$ cat src/rtl/divider_stream_ctrl.sv
// Stream controller for the iterative divider: pops operand pairs, runs one divide at a time,
// screens divide-by-zero locally and pushes {err, remainder, quotient} downstream with statistics.
module divider_stream_ctrl #(
  parameter int DIVIDEND_WIDTH = 32,
  parameter int DIVISOR_WIDTH  = 32,
  parameter int CNT_WIDTH      = 16
) (
  input  logic                                      clock,
  input  logic                                      reset,
  input  logic                                      in_empty,
  input  logic [DIVIDEND_WIDTH+DIVISOR_WIDTH-1:0]   in_dout,
  output logic                                      in_rd_en,
  output logic                                      div_start,
  output logic [DIVIDEND_WIDTH-1:0]                 div_numerator,
  output logic [DIVISOR_WIDTH-1:0]                  div_denominator,
  input  logic [DIVIDEND_WIDTH-1:0]                 div_quotient,
  input  logic [DIVISOR_WIDTH-1:0]                  div_remainder,
  input  logic                                      div_done,
  input  logic                                      out_full,
  output logic                                      out_wr_en,
  output logic [DIVISOR_WIDTH+DIVIDEND_WIDTH:0]     out_din,
  output logic                                      busy,
  output logic [CNT_WIDTH-1:0]                      ops_count,
  output logic [CNT_WIDTH-1:0]                      err_count
);

  typedef enum logic [1:0] {S_IDLE, S_ISSUE, S_WAIT, S_WRITE} state_t;

  state_t                    state;
  logic [DIVIDEND_WIDTH-1:0] quo_r;
  logic [DIVISOR_WIDTH-1:0]  rem_r;
  logic                      err_r;
  logic [DIVIDEND_WIDTH-1:0] in_dividend;
  logic [DIVISOR_WIDTH-1:0]  in_divisor;

  assign in_dividend = in_dout[DIVIDEND_WIDTH+DIVISOR_WIDTH-1:DIVISOR_WIDTH];
  assign in_divisor  = in_dout[DIVISOR_WIDTH-1:0];
  assign busy        = (state != S_IDLE);

  always_ff @(posedge clock or posedge reset) begin
    if (reset) begin
      state           <= S_IDLE;
      in_rd_en        <= 1'b0;
      div_start       <= 1'b0;
      div_numerator   <= '0;
      div_denominator <= '0;
      quo_r           <= '0;
      rem_r           <= '0;
      err_r           <= 1'b0;
      out_wr_en       <= 1'b0;
      out_din         <= '0;
      ops_count       <= '0;
      err_count       <= '0;
    end else begin
      in_rd_en  <= 1'b0;
      div_start <= 1'b0;
      out_wr_en <= 1'b0;
      case (state)
        S_IDLE: begin
          if (!in_empty) begin
            // Strobes are registered: the pop and the start pulse land in the cycle after
            // the head entry is latched, so the FWFT head is consumed exactly once.
            in_rd_en        <= 1'b1;
            div_numerator   <= in_dividend;
            div_denominator <= in_divisor;
            if (in_divisor == '0) begin
              quo_r <= in_dividend[DIVIDEND_WIDTH-1] ? {1'b1, {(DIVIDEND_WIDTH-1){1'b0}}}
                                                     : {1'b0, {(DIVIDEND_WIDTH-1){1'b1}}};
              rem_r <= '0;
              err_r <= 1'b1;
              state <= S_WRITE;
            end else begin
              div_start <= 1'b1;
              state     <= S_ISSUE;
            end
          end
        end
        S_ISSUE: state <= S_WAIT;
        S_WAIT: begin
          // Divider results exist only in the done cycle.
          if (div_done) begin
            quo_r <= div_quotient;
            rem_r <= div_remainder;
            err_r <= 1'b0;
            state <= S_WRITE;
          end
        end
        S_WRITE: begin
          if (!out_full) begin
            out_wr_en <= 1'b1;
            out_din   <= {err_r, rem_r, quo_r};
            if (ops_count != '1) ops_count <= ops_count + CNT_WIDTH'(1);
            if (err_r && (err_count != '1)) err_count <= err_count + CNT_WIDTH'(1);
            state <= S_IDLE;
          end
        end
        default: state <= S_IDLE;
      endcase
    end
  end

endmodule

$ cat config.mk
export PLATFORM = sky130hd
export DESIGN_NAME = divider_stream_ctrl
export DESIGN_NICKNAME = d
export VERILOG_FILES = /design/src/rtl/divider_stream_ctrl.sv
export SDC_FILE = /design/constraint.sdc
export NUM_CORES = 1
export LEC_CHECK = 0
export ABC_CLOCK_PERIOD_IN_PS = 7300
export CAP_MARGIN = 25
export CORE_AREA = 2 2 151 153
export CTS_CLUSTER_SIZE = 40
export DETAILED_ROUTE_END_ITERATION = 12
export DIE_AREA = 0 0 153 155
export MAX_ROUTING_LAYER = met4
export PLACE_DENSITY = 0.74
export SYNTH_ARGS = -nofsm -noshare
export SYNTH_HDL_FRONTEND = slang
export SYNTH_SLANG_ARGS = --single-unit
$ cat constraint.sdc
create_clock -name clock -period 7.3 [get_ports clock]
set_input_delay 1.095 -clock clock [delete_from_list [all_inputs] [get_ports clock]]
set_output_delay 1.095 -clock clock [all_outputs]
set_load 0.05 [all_outputs]
# Word level (Yosys, flattened, before mapping)
# Index checks and enable logic that the tools add are counted.
dict set report word_totals {
  regBits 231
  input_bits 133
  output_inout_bits 165
  elab_cells 61
}
dict set report classes {
  add_sub_neg 2
  eq_ne 9
  n_mux 25
  bitwise 2
  reduce_logical 11
}
# op n
set op_table {}
lappend op_table {{$mux W32} 7}
lappend op_table {{$pmux W32 S2} 2}
lappend op_table {{$add A16 B1 Y16 const B} 2}
lappend op_table {{$logic_not A32 Y1} 1}
lappend op_table {{$ne A16 B16 Y1 const B} 2}
lappend op_table {{$mux W1} 10}
lappend op_table {{$reduce_and A3 Y1} 3}
lappend op_table {{$mux W2} 4}
lappend op_table {{$ne A2 B2 Y1 const B} 4}
lappend op_table {{$pmux W2 S4} 1}
lappend op_table {{$eq A2 B2 Y1 const B} 2}
lappend op_table {{$reduce_and A2 Y1} 2}
lappend op_table {{$reduce_and A4 Y1} 1}
lappend op_table {{$reduce_bool A2 Y1} 2}
lappend op_table {{$eq A2 B1 Y1 const B} 1}
lappend op_table {{$logic_not A2 Y1} 1}
lappend op_table {{$not A1 Y1} 2}
lappend op_table {{$pmux W1 S2} 1}
lappend op_table {{$logic_and A1 B1 Y1} 1}

# Logic depth before layout (Yosys ltp)
dict set report depth {
  ltp_word 4
  depth_mapped 8
  ltp_nobuf 7
}

# Worst setup path after synthesis
# OpenSTA, ideal clock, no wires.
dict set report synth_timing {
  kind {input -> register}
  from {input in_dout[26]}
  to {register rem_r[0]}
  setup_time_ps 121
  arrival_time_ps 2471
  required_ps 7179
  setup_slack_ps 4708
  stages 6
  n_path_buf 1
  path_cell_list {nor4_1 nand4_1 or2_4 o21a_2 buf_6 a22o_1}
}
dict set report synth_via {
  elab_chain_len 3
}
# item line
set synth_lines {}
lappend synth_lines {{start: declaration} 11} ;# input logic [DIVIDEND_WIDTH+DIVISOR_WIDTH-1:0] in_dout,
lappend synth_lines {{$logic_not A32 Y1} 66} ;# if (in_divisor == '0) begin
lappend synth_lines {{$ne A2 B2 Y1 (no source line)} -}
lappend synth_lines {{$reduce_and A4 Y1 (no source line)} -}
lappend synth_lines {{end signal: assignment} 83} ;# rem_r <= div_remainder;
lappend synth_lines {{end: declaration} 31} ;# logic [DIVISOR_WIDTH-1:0] rem_r;
# No other way between the ends.
# A chain may end at the register's enable or synchronous reset.

# Worst setup path in the final report
dict set report layout_timing {
  from {input in_dout[21]}
  to {register quo_r[21]}
}
dict set report layout_via {
  elab_chain_len 3
}
# item line
set layout_lines {}
lappend layout_lines {{$logic_not A32 Y1} 66}
lappend layout_lines {{$ne A2 B2 Y1 (no source line)} -}
lappend layout_lines {{$reduce_and A4 Y1 (no source line)} -}
lappend layout_lines {{end signal: assignment} 67} ;# quo_r <= in_dividend[DIVIDEND_WIDTH-1] ? {1'b1, {(DIVIDEND_WIDTH-1){1'b0}}}
lappend layout_lines {{end signal: assignment} 82} ;# quo_r <= div_quotient;
lappend layout_lines {{end: declaration} 30} ;# logic [DIVIDEND_WIDTH-1:0] quo_r;
# No other way between the ends.

==> metrics.txt <==
overall routing resource usage 20.05%; share of cells above drive strength 1 19.05%; first-pass GRT wire length ~37000 µm; number of diodes 0; CTS tree built; die area ~24000 µm²; HP Start rem_r[25]; Placement Rows 55; root buffer cell clkbuf_16; initial antenna violation count 0; Slew Limit Headroom 30.55%; post-synthesis cell type count 36; Slew @ Worst Pin 1.042 ns; sequential power share 32.3%; total grt overflow 0; Synth Instances 672; Tcrit/Tclk final 46.10%; Die W between 150 and 200 µm; top_reg_cell synth dfrtp_1; Period minus WS final between 3 and 4 ns; worst skew pair latency between 0.5 and 0.6 ns; CTS clk-pin slew, worst paths 0.06 ns; DRC 0; largest vdd supply drop about 0.35 mV; combinational power share 48.5%; WHS Endpoint rem_r[25]; Total Wirelength ~23000 µm; Starting Density between 40% and 50%; Setup CP Type in2reg; number of flops mapped to enable cells by yosys 0; largest net degree at the start of global routing approximately 180; via count 6520; CP startpoint kind input pin; Slew Limit Fails 0; status complete, no violations; sw frac 42.31%; highest clock rate 297.2 MHz; register area share after synthesis 63.46%; static leakage between 5 and 6 nW; Internal Power 3.815 mW; Design Power about 6.6 mW; worst endpoint required time 7.73 ns; Hold Buf Count CTS 0; TritonCTS Buffers 25; die height 155 µm; hold path cells 1; final setup TNS 0 ns; Final Skew 0.01821 ns; post_cts resized 0; RSZ-0062 raised after global routing no; Avg WL per Cell 18.18 µm; CP Data Arrival Time 3.80 ns; Worst R2R Start state[0]; IO Port Bufs 297; GP Congestion 0.8098; Final #Nets 1108; Synth Warn # 0; Final Hold Viols 0; final antenna-violating net count 0; Syn Nets 811; vias in the first global route just under 7000; DRT Pass-1 Iters 4; Post-CTS Setup Bufs 0; HPWL Detailed 15590 µm; Finish-stage setup viols 0; CP Max Fanout 48; Max Cap Viol 0; P_sw 2.798 mW; Post-Syn Area 9109 µm²; Worst R2R End quo_r[21]; FF+latch count, synth 231; Post-synth ARST share 100.0%; Via density 5.126; Num Clock Sinks 231; area grow syn2layout 44.74%; reg2reg path depth 8; Worst Setup End Kind flop; R2R Setup Slk roughly 4.7 ns; worst-case clock buffer depth 3; core region area 22230 µm²; Clk pwr share about a fifth; syn_area_per_cell 13.55 µm²; htree depth 1; worst min path class reg2reg; I/O pin total between 200 and 300; commonest non-fill, non-tap cell in the layout clkdlybuf4s50_1; fin util 59.31%; power density over the cells approximately 500 nW/µm²; most frequent cells in the layout 297 x clkdlybuf4s50_1, 231 x dfrtp_1, 130 x mux2_2; initial drt markers 260
[layer usage]
metal	routed length [µm]	part of all wire, %	vias up	GRT usage (%)
li1	-	-	2999	-
met1	10160	44	3247	26.93
met2	10730	46	241	30.79
met3	1704	7.4	33	5.209
met4	527	2.3	0	4.850
met5	0	0	-	-
[synth_stat cells, types with 9 or more instances]
| library cell | count | area [µm²] |
|---|---|---|
| a21oi_1 | 69 | 345.3 |
| a22o_1 | 32 | 280.3 |
| clkbuf_1 | 21 | 78.83 |
| dfrtp_1 | 231 | 5781 |
| mux2_2 | 130 | 1464 |
| nand2_1 | 22 | 82.58 |
| nand3_1 | 15 | 75.07 |
| nand4_1 | 9 | 56.30 |
| nor2_1 | 38 | 142.6 |
| nor4_1 | 12 | 75.07 |
| xnor2_1 | 14 | 122.6 |
| xor2_1 | 12 | 105.1 |
[critical path, cell delays in order]
cell	delay, ns
clkdlybuf4s50_1	0.46
nor4_1	0.38
nand4_1	0.30
o31ai_4	0.77
buf_4	0.54
nor2_1	0.10
a21oi_1	0.13
[metrics by stage]
step	cell area (µm²)	hold WS [ns]	instances	setup slack [ns]
finish	13180	0.4984	1272	3.935
global route	13180	0.5128	1272	3.659
CTS	13180	0.5032	1272	3.849
detailed placement	12350	0.4848	1227	3.326
global placement	12350	0.4820	1227	3.417
floorplan	9112	0.4671	672	3.183
[flip-flops by register name (all words and copies together) (netlist names)]
name,count
div_denominator,32
div_numerator,32
div_start,1
err_count,16
err_r,1
in_rd_en,1
ops_count,16
out_din,65
out_wr_en,1
quo_r,32
rem_r,32
state,2
[worst max path at each step]
stage / depth (start not counted) / slack [ns] / to / startpoint
floorplan: 1 / 3.18 / div_denominator[0] / reset
global placement: 7 / 3.42 / quo_r[7] / in_dout[21]
detailed placement: 7 / 3.33 / quo_r[25] / in_dout[21]
CTS: 7 / 3.85 / quo_r[21] / in_dout[21]
global route: 7 / 3.66 / quo_r[31] / in_dout[17]
finish: 7 / 3.93 / quo_r[21] / in_dout[21]
[cell type report]
| class | instances | area, µm² |
|---|---|---|
| Clock buffer | 31 | 678.2 |
| Clock inverter | 14 | 160.2 |
| Fill cell | 1810 | 9044 |
| Inverter | 8 | 33.78 |
| Multi-Input combinational cell | 398 | 3129 |
| Sequential cell | 231 | 5781 |
| Tap cell | 285 | 356.6 |
| Timing Repair Buffer | 305 | 3045 |
[power groups by stage]
| stage | logic, mW | clock network (mW) | registers (mW) |
|---|---|---|---|
| after floorplan | 0.824 | 0 | 3.44 |
| after global placement | 3.19 | 0 | 2.13 |
| after detailed placement | 3.22 | 0 | 2.16 |
| after CTS | 3.23 | 1.31 | 2.14 |
| after global routing | 3.36 | 1.35 | 2.21 |
| final | 3.20 | 1.27 | 2.14 |
[cell families (layout without fill, tap and decap cells)]
| logic type | count (synthesis) | count (layout) | share of synthesized area, % |
|---|---|---|---|
| XOR/XNOR | 26 | 26 | 2.500 |
| buffers and inverters | 43 | 358 | 2.376 |
| AND/OR/NAND/NOR | 119 | 119 | 6.305 |
| flip-flops | 231 | 231 | 63.46 |
| multiplexers | 131 | 131 | 16.18 |
| adder cells (fa/ha/maj) | 6 | 6 | 0.8242 |
| AO/OA/AOI/OAI | 116 | 116 | 8.352 |
No activity file was read; power rests on OpenSTA's default activity.
